==> src/rtl/ps2_pkg.sv <==
// Shared definitions for the PS/2 receiver: frame FSM states, prefix bytes,
// default timing parameters and the frame validity rule.
package ps2_pkg;

  typedef enum logic [1:0] {
    IDLE   = 2'd0,
    DATA   = 2'd1,
    PARITY = 2'd2,
    STOP   = 2'd3
  } ps2_state_t;

  localparam logic [7:0] PREFIX_EXT = 8'hE0;
  localparam logic [7:0] PREFIX_UP  = 8'hF0;

  localparam int DEFAULT_FILTER_LEN = 8;
  localparam int DEFAULT_TIMEOUT    = 50000;

  // A frame is good when the stop bit is high and data plus parity carry an
  // odd number of ones.
  function automatic logic frame_ok(input logic [7:0] data, input logic parity,
                                    input logic stop);
    return stop & (^{data, parity});
  endfunction

endpackage

==> src/rtl/ps2_line_filter.sv <==
// One PS/2 line: two-flop synchronizer followed by a persistence filter.
// The filtered level only follows the synchronized input after it has
// differed for FILTER_LEN consecutive cycles, so shorter glitches vanish.
module ps2_line_filter
  import ps2_pkg::*;
#(
  parameter int FILTER_LEN = DEFAULT_FILTER_LEN
) (
  input  logic clk,
  input  logic rst,
  input  logic raw,
  output logic level
);

  localparam int CW = (FILTER_LEN > 1) ? $clog2(FILTER_LEN) : 1;

  logic [1:0]    sync_reg;
  logic [CW-1:0] cnt_reg;
  logic          level_reg;

  // Synchronize the raw line, then count cycles of disagreement with the
  // filtered level; flip the level once the count has reached FILTER_LEN-1.
  always_ff @(posedge clk) begin
    if (rst) begin
      sync_reg  <= 2'b11;
      cnt_reg   <= '0;
      level_reg <= 1'b1;
    end else begin
      sync_reg <= {sync_reg[0], raw};
      if (sync_reg[1] != level_reg) begin
        if (cnt_reg == CW'(FILTER_LEN - 1)) begin
          level_reg <= sync_reg[1];
          cnt_reg   <= '0;
        end else begin
          cnt_reg <= cnt_reg + CW'(1);
        end
      end else begin
        cnt_reg <= '0;
      end
    end
  end

  assign level = level_reg;

endmodule

==> src/rtl/ps2_rx_sync.sv <==
// PS/2 keyboard receiver: filters both bus lines, frames 11-bit PS/2
// characters on falling clock edges, folds E0/F0 prefixes into flags and
// reports each complete scan code with a one-cycle event strobe.
module ps2_rx_sync
  import ps2_pkg::*;
#(
  parameter int FILTER_LEN = DEFAULT_FILTER_LEN,
  parameter int TIMEOUT    = DEFAULT_TIMEOUT
) (
  input  logic       clk,
  input  logic       rst,
  input  logic [1:0] ps2_bus,
  output logic [7:0] ps2_code,
  output logic       ps2_up,
  output logic       ps2_ext,
  output logic       ps2_event,
  output logic       ps2_err
);

  localparam int TW = (TIMEOUT > 1) ? $clog2(TIMEOUT) : 1;

  // filt[1] is the filtered clock, filt[0] the filtered data
  logic [1:0] filt;

  genvar gi;
  generate
    for (gi = 0; gi < 2; gi++) begin : g_line
      ps2_line_filter #(
        .FILTER_LEN(FILTER_LEN)
      ) u_filter (
        .clk  (clk),
        .rst  (rst),
        .raw  (ps2_bus[gi]),
        .level(filt[gi])
      );
    end
  endgenerate

  logic clk_prev_reg;
  logic fall;
  logic data_bit;

  // Remember the previous filtered clock level for edge detection.
  always_ff @(posedge clk) begin
    if (rst) begin
      clk_prev_reg <= 1'b1;
    end else begin
      clk_prev_reg <= filt[1];
    end
  end

  assign fall     = clk_prev_reg & ~filt[1];
  assign data_bit = filt[0];

  ps2_state_t    state_reg;
  logic [7:0]    shift_reg;
  logic [2:0]    bit_cnt_reg;
  logic          parity_reg;
  logic [TW-1:0] timer_reg;
  logic          pend_up_reg;
  logic          pend_ext_reg;
  logic [7:0]    code_reg;
  logic          up_reg;
  logic          ext_reg;
  logic          event_reg;
  logic          err_reg;

  // Frame FSM, inter-edge timeout and prefix/output bookkeeping. A fall
  // always wins over a timeout expiring in the same cycle.
  always_ff @(posedge clk) begin
    if (rst) begin
      state_reg    <= IDLE;
      shift_reg    <= '0;
      bit_cnt_reg  <= '0;
      parity_reg   <= 1'b0;
      timer_reg    <= '0;
      pend_up_reg  <= 1'b0;
      pend_ext_reg <= 1'b0;
      code_reg     <= '0;
      up_reg       <= 1'b0;
      ext_reg      <= 1'b0;
      event_reg    <= 1'b0;
      err_reg      <= 1'b0;
    end else begin
      event_reg <= 1'b0;
      err_reg   <= 1'b0;
      if (fall) begin
        timer_reg <= '0;
        case (state_reg)
          IDLE: begin
            // a high data line on a fall is not a start bit; ignore it
            if (!data_bit) begin
              state_reg   <= DATA;
              bit_cnt_reg <= '0;
            end
          end
          DATA: begin
            shift_reg <= {data_bit, shift_reg[7:1]};
            if (bit_cnt_reg == 3'd7) begin
              state_reg <= PARITY;
            end else begin
              bit_cnt_reg <= bit_cnt_reg + 3'd1;
            end
          end
          PARITY: begin
            parity_reg <= data_bit;
            state_reg  <= STOP;
          end
          STOP: begin
            state_reg <= IDLE;
            if (frame_ok(shift_reg, parity_reg, data_bit)) begin
              if (shift_reg == PREFIX_EXT) begin
                pend_ext_reg <= 1'b1;
              end else if (shift_reg == PREFIX_UP) begin
                pend_up_reg <= 1'b1;
              end else begin
                code_reg     <= shift_reg;
                up_reg       <= pend_up_reg;
                ext_reg      <= pend_ext_reg;
                event_reg    <= 1'b1;
                pend_up_reg  <= 1'b0;
                pend_ext_reg <= 1'b0;
              end
            end else begin
              err_reg      <= 1'b1;
              pend_up_reg  <= 1'b0;
              pend_ext_reg <= 1'b0;
            end
          end
          default: state_reg <= IDLE;
        endcase
      end else if (state_reg != IDLE) begin
        if (timer_reg == TW'(TIMEOUT - 1)) begin
          err_reg      <= 1'b1;
          pend_up_reg  <= 1'b0;
          pend_ext_reg <= 1'b0;
          shift_reg    <= '0;
          bit_cnt_reg  <= '0;
          timer_reg    <= '0;
          state_reg    <= IDLE;
        end else begin
          timer_reg <= timer_reg + TW'(1);
        end
      end
    end
  end

  assign ps2_code  = code_reg;
  assign ps2_up    = up_reg;
  assign ps2_ext   = ext_reg;
  assign ps2_event = event_reg;
  assign ps2_err   = err_reg;

endmodule

==> config.mk <==
export PLATFORM = sky130hd
export DESIGN_NAME = ps2_rx_sync
export DESIGN_NICKNAME = d
export VERILOG_FILES = /design/src/rtl/ps2_pkg.sv /design/src/rtl/ps2_line_filter.sv /design/src/rtl/ps2_rx_sync.sv
export SDC_FILE = /design/constraint.sdc
export NUM_CORES = 1
export LEC_CHECK = 0
export BUFFER_PORTS_ARGS = -buffer_cell sky130_fd_sc_hd__clkbuf_2
export CORE_ASPECT_RATIO = 2
export CORE_UTILIZATION = 50
export CTS_CLUSTER_DIAMETER = 40
export DETAILED_ROUTE_END_ITERATION = 6
export PLACE_DENSITY = 0.73
export SYNTH_ARGS = -nofsm -noshare
export SYNTH_HDL_FRONTEND = slang
export SYNTH_HIERARCHICAL = 1
export SYNTH_SLANG_ARGS = --single-unit
==> constraint.sdc <==
create_clock -name clk -period 6.1 [get_ports clk]
set_input_delay 0.305 -clock clk [delete_from_list [all_inputs] [get_ports clk]]
set_output_delay 0.305 -clock clk [all_outputs]
set_load 0.1 [all_outputs]
# Word-level counts from Yosys, hierarchy flattened
# Cells that the tools add are included.
[word_totals] register_bits=57 input_bits=4 out_inout_bits=12 word_cells=105
[op_classes] add_sub_neg=4 n_eq_ne=19 mux=35 bitwise_logic=10 reduce_logical=18
[ops] op="8-bit two-way mux" count=4
[ops] op="1-bit two-way mux" count=18
[ops] op="16-bit by 1-bit adder with 16-bit output (second input constant)" count=1
[ops] op="16-bit == test (second input constant)" count=1
[ops] op="8-bit == test (second input constant)" count=2
[ops] op="16-bit two-way mux" count=1
[ops] op="3-bit two-way mux" count=5
[ops] op="3-bit != test (second input constant)" count=4
[ops] op="4-bit AND reduction" count=3
[ops] op="2-bit two-way mux" count=5
[ops] op="5-bit AND reduction" count=2
[ops] op="3-bit by 1-bit adder with 3-bit output (second input constant)" count=3
[ops] op="3-bit == test (second input constant)" count=3
[ops] op="9-bit XOR reduction" count=1
[ops] op="1-bit inverter" count=8
[ops] op="2-bit case mux with 4 select lines" count=1
[ops] op="3-bit case mux with 2 select lines" count=1
[ops] op="2-bit AND reduction" count=3
[ops] op="2-bit nonzero test" count=3
[ops] op="3-bit OR reduction" count=2
[ops] op="5-bit OR reduction" count=1
[ops] op="2-bit == test (second input constant)" count=2
[ops] op="2-bit by 1-bit != test with 1-bit output (second input constant)" count=2
[ops] op="4-bit != test (second input constant)" count=1
[ops] op="other kinds (7)" count=9

# Longest topological paths before layout
[depth] ltp_word=6 mapped_depth=8 mapped_depth_nobuf=7

# Cells and area by module
# Netlist, hierarchy kept.
[by_module_without_submodules] module="ps2_rx_sync" n_inst=1 cells_each=242 area_each_um2=2244.7 seq_area_each_um2=900.9
[by_module_without_submodules] module="ps2_line_filter" n_inst=2 cells_each=16 area_each_um2=206.4 seq_area_each_um2=120.1

# Least setup slack after synthesis
# OpenSTA, ideal clock, no wires.
[synth_timing] path_kind="flip-flop to flip-flop" from="register state_reg[0]" to="register bit_cnt_reg[2]" setup_ps=129 arrival_time_ps=1996 t_required_ps=5971 path_slack_ps=3976 path_stages_with_launch=9 period_less_slack_ps=2124 cell_sequence="dfxtp_1 inv_1 ha_1 buf_2 and4b_1 nand4_1 a221oi_1 mux2i_1 nor2_1"
[synth_via] elab_chain_cells=3 word_cells_on_any_way=10 classes_between="4 x eq/ne; 2 x mux; 4 x reduce/logical"
[synth_rtl] item="from (decl)" line="ps2_rx_sync.sv:55" source="ps2_state_t state_reg;"
[synth_rtl] item="from (signal assigned)" line="ps2_rx_sync.sv:72" source="state_reg <= IDLE;"
[synth_rtl] item="from (signal assigned)" line="ps2_rx_sync.sv:93" source="state_reg <= DATA;"
[synth_rtl] item="from (signal assigned)" line="ps2_rx_sync.sv:100" source="state_reg <= PARITY;"
[synth_rtl] item="2-bit by 1-bit == test with 1-bit output (tied with other cells)" line="ps2_rx_sync.sv:89" source="case (state_reg)"
[synth_rtl] item="3-bit by 1-bit != test with 1-bit output (no source line) (tied with other cells)"
[synth_rtl] item="5-bit AND reduction (no source line) / 3-bit two-way mux (equally long branches)"
[synth_rtl] item="to (signal assigned)" line="ps2_rx_sync.sv:102" source="bit_cnt_reg <= bit_cnt_reg + 3'd1;"
[synth_rtl] item="to (decl)" line="ps2_rx_sync.sv:57" source="logic [2:0] bit_cnt_reg;"
# Several ways; a longest one is shown, not always the timed one.
# A chain may end at the register's enable or synchronous reset.

# Worst setup path after layout
# Ends and elaborated chain as after synthesis.

==> out/qor.csv <==
metric,value,unit
htree depth,3,
Skew-Pair Late Insertion Delay,0.34,ns
Total Wirelength,5112,um
GRT overflow,0,
ANT cells,0,
vias in the first global route,2005,
Max Fclk,425.4,MHz
max-slew violations,0,
Tmin final,2.351,ns
Die Height,105.1,um
Internal,0.5455,mW
DR DRC count,0,
total track usage,21.77,%
gate family responsible for the most delay along the worst path,compound AO/OA/AOI/OAI gates,
P per Cell Area,236.6,mW/mm2
first-pass GRT wire length,8804,um
Final Hold Fails,0,
post-CTS setup buffers,0,
CP arrival,2.54,ns
Crit-path slowest cell,a221oi_1,
Max-Slew Margin vs Limit,40.91,%
Psw,0.1489,mW
CTS Hold Bufs,0,
share of cells above drive strength 1,16.04,%
Worst Tran Pin Value,0.8864,ns
Netlist cell types,48,
Syn. warnings,6,
clock-pin slew on the worst setup and hold paths,0.06,ns
Crit Path Max Fanout,9,
port bufs,15,
Worst setup SP type,flip-flop,
Routed WL per cell,14.56,um
CTS tree,done,
"Largest stage delay, worst path",0.63,ns
Syn Inst Count,274,
Synth Register Bits,57,
Placer Congestion,0.8183,
Nets,304,
clk sinks,57,
worst-path cell chain,inv_1 > ha_1 > and4b_1 > nand4_1 > a221oi_1 > mux2i_1 > nor2_1,
syn_nets,290,
maximum root-to-sink buffer count,2,
Iteration-0 DRC Markers,42,
RSZ-0062 raised after global routing,no,
vias per cell,5.573,
Worst Skew,0.003232,ns
clock group share of total power,44.4,%
placed insts,335,
pin count of the biggest net entering global routing,52,
kind of end point of the critical path,flip-flop,
top-area cell type share of the netlist area,42.94,%
Area contributors post-synth,"dfxtp_1, ha_1, mux2i_1",
share of synthesized registers carrying an async set or reset,0,%
highest-count cells in the layout ignoring fill and taps,"dfxtp_1, nor2_1, clkbuf_2",
Pleak,1.065,nW
max-cap violations,0,
Buf/Inv on CP,1,
"Seq/Total Area, Yosys",42.94,%
Worst Hold Class,primary input to flip-flop,
top_reg_cell synth,dfxtp_1,
Antenna Nets Post-Route,0,
mean cell area of the mapped netlist,9.699,um2
setup TNS,0,ns
CTS Buf Count,9,
number of flops mapped to enable cells by yosys,0,
initial antenna violation count,0,
WS Path Type,flip-flop to flip-flop,
endpoints failing setup,0,
CTS Root Cell,clkbuf_8,
placeable core region,0.005139,mm2
first drt pass iteration count,5,
dpl hpwl,3677,um
"commonest non-fill, non-tap cell in the layout",dfxtp_1,
Crit path required time,6.29,ns
combinational power share,1.7,%
Die Width,53.55,um
number of vias in the routed layout,1956,
Synth Cell Area,0.002658,mm2
switch share,21.45,%
I/O pin count,16,
area growth from synthesis to layout,10.45,%
outcome,completed,
initial core utilization,51.72,%
sequential share of power,54.0,%
# resized after CTS,0,
post-synth top area cell,dfxtp_1,
post-route insts no fill,351,
area of the die,0.005628,mm2
period utilization,38.54,%
max FFs per register,16,
Row Count,37,
worst vdd ir,0.1853,mV
worst paths after layout:
| check | end | cells past startpoint | slack (ns) | startpoint |
|---|---|---|---|---|
| max | bit_cnt_reg[2]$_SDFFE_PP0P_ | 7 | 3.75 | state_reg[0]$_SDFFE_PP0P_ |
| min | g_line[1].u_filter/sync_reg[0]$_SDFF_PP1_ | 2 | 0.15 | ps2_bus[1] |
| max reg2reg | bit_cnt_reg[2]$_SDFFE_PP0P_ | 7 | 3.75 | state_reg[0]$_SDFFE_PP0P_ |
| min reg2reg | g_line[1].u_filter/sync_reg[1]$_SDFF_PP1_ | 1 | 0.41 | g_line[1].u_filter/sync_reg[0]$_SDFF_PP1_ |
synthesized netlist by cell type (3+ instances only):
cell / n
xor2_1: 5
nor2_1: 29
nor4b_1: 5
inv_1: 9
nand2_1: 11
nand4_1: 4
a21oi_1: 8
o21ai_0: 8
mux2i_1: 13
clkbuf_1: 10
nor2b_1: 5
or3_1: 4
nor4_1: 4
a22oi_1: 8
or2_2: 6
dfxtp_1: 57
nand3b_1: 3
nand3_1: 8
and3_1: 3
nand2b_1: 13
xnor2_1: 13
ha_1: 12
power by group through the flow:
stage          combinational [mW]  clock [mW]  sequential [mW]
6_report                   0.0115       0.308            0.375
5_1_grt                    0.0127       0.335            0.375
4_1_cts                    0.0116       0.317            0.375
3_5_place_dp               0.0115           0            0.383
3_3_place_gp               0.0113           0            0.383
2_1_floorplan             0.00825           0            0.383
routing by layer:
metal	vias up	track usage [%]	wire length, um
met5	-	0	0
met4	0	10.53	101
met3	10	6.696	149
met2	28	38.39	2893
met1	923	21.49	1967
li1	995	-	-
area by class of cell:
class | count | area (um2)
Fill cell | 483 | 2203
Sequential cell | 57 | 1141
Timing Repair Buffer | 16 | 82.58
Inverter | 9 | 33.78
Clock inverter | 3 | 15.01
Clock buffer | 13 | 158.9
Multi-Input combinational cell | 195 | 1431
Tap cell | 58 | 72.57
logic make-up after synthesis:
| group | after synthesis | synth area share, % |
|---|---|---|
| XOR/XNOR | 21 | 8.475 |
| AO/OA/AOI/OAI | 39 | 10.64 |
| flip-flops | 57 | 42.94 |
| buffers and inverters | 22 | 3.201 |
| multiplexers | 16 | 6.591 |
| AND/OR/NAND/NOR | 107 | 22.50 |
| adder cells (fa/ha/maj) | 12 | 5.650 |
through the flow:
| step | hold WS, ns | utilization [%] | power (mW) | instance area, um2 | setup WS [ns] |
|---|---|---|---|---|---|
| 3_3_place_gp | 0.3910 | 53.74 | 0.3941 | 2761 | 3.805 |
| 4_1_cts | 0.1286 | 57.12 | 0.7037 | 2935 | 3.727 |
| 5_1_grt | 0.1364 | 57.12 | 0.7225 | 2935 | 3.491 |
| 3_5_place_dp | 0.3997 | 53.74 | 0.3944 | 2761 | 3.731 |
| 6_report | 0.1502 | 57.12 | 0.6944 | 2935 | 3.749 |
| 2_1_floorplan | 0.3837 | - | 0.3909 | 2658 | 3.976 |
Power figures use the tool's default switching activity.
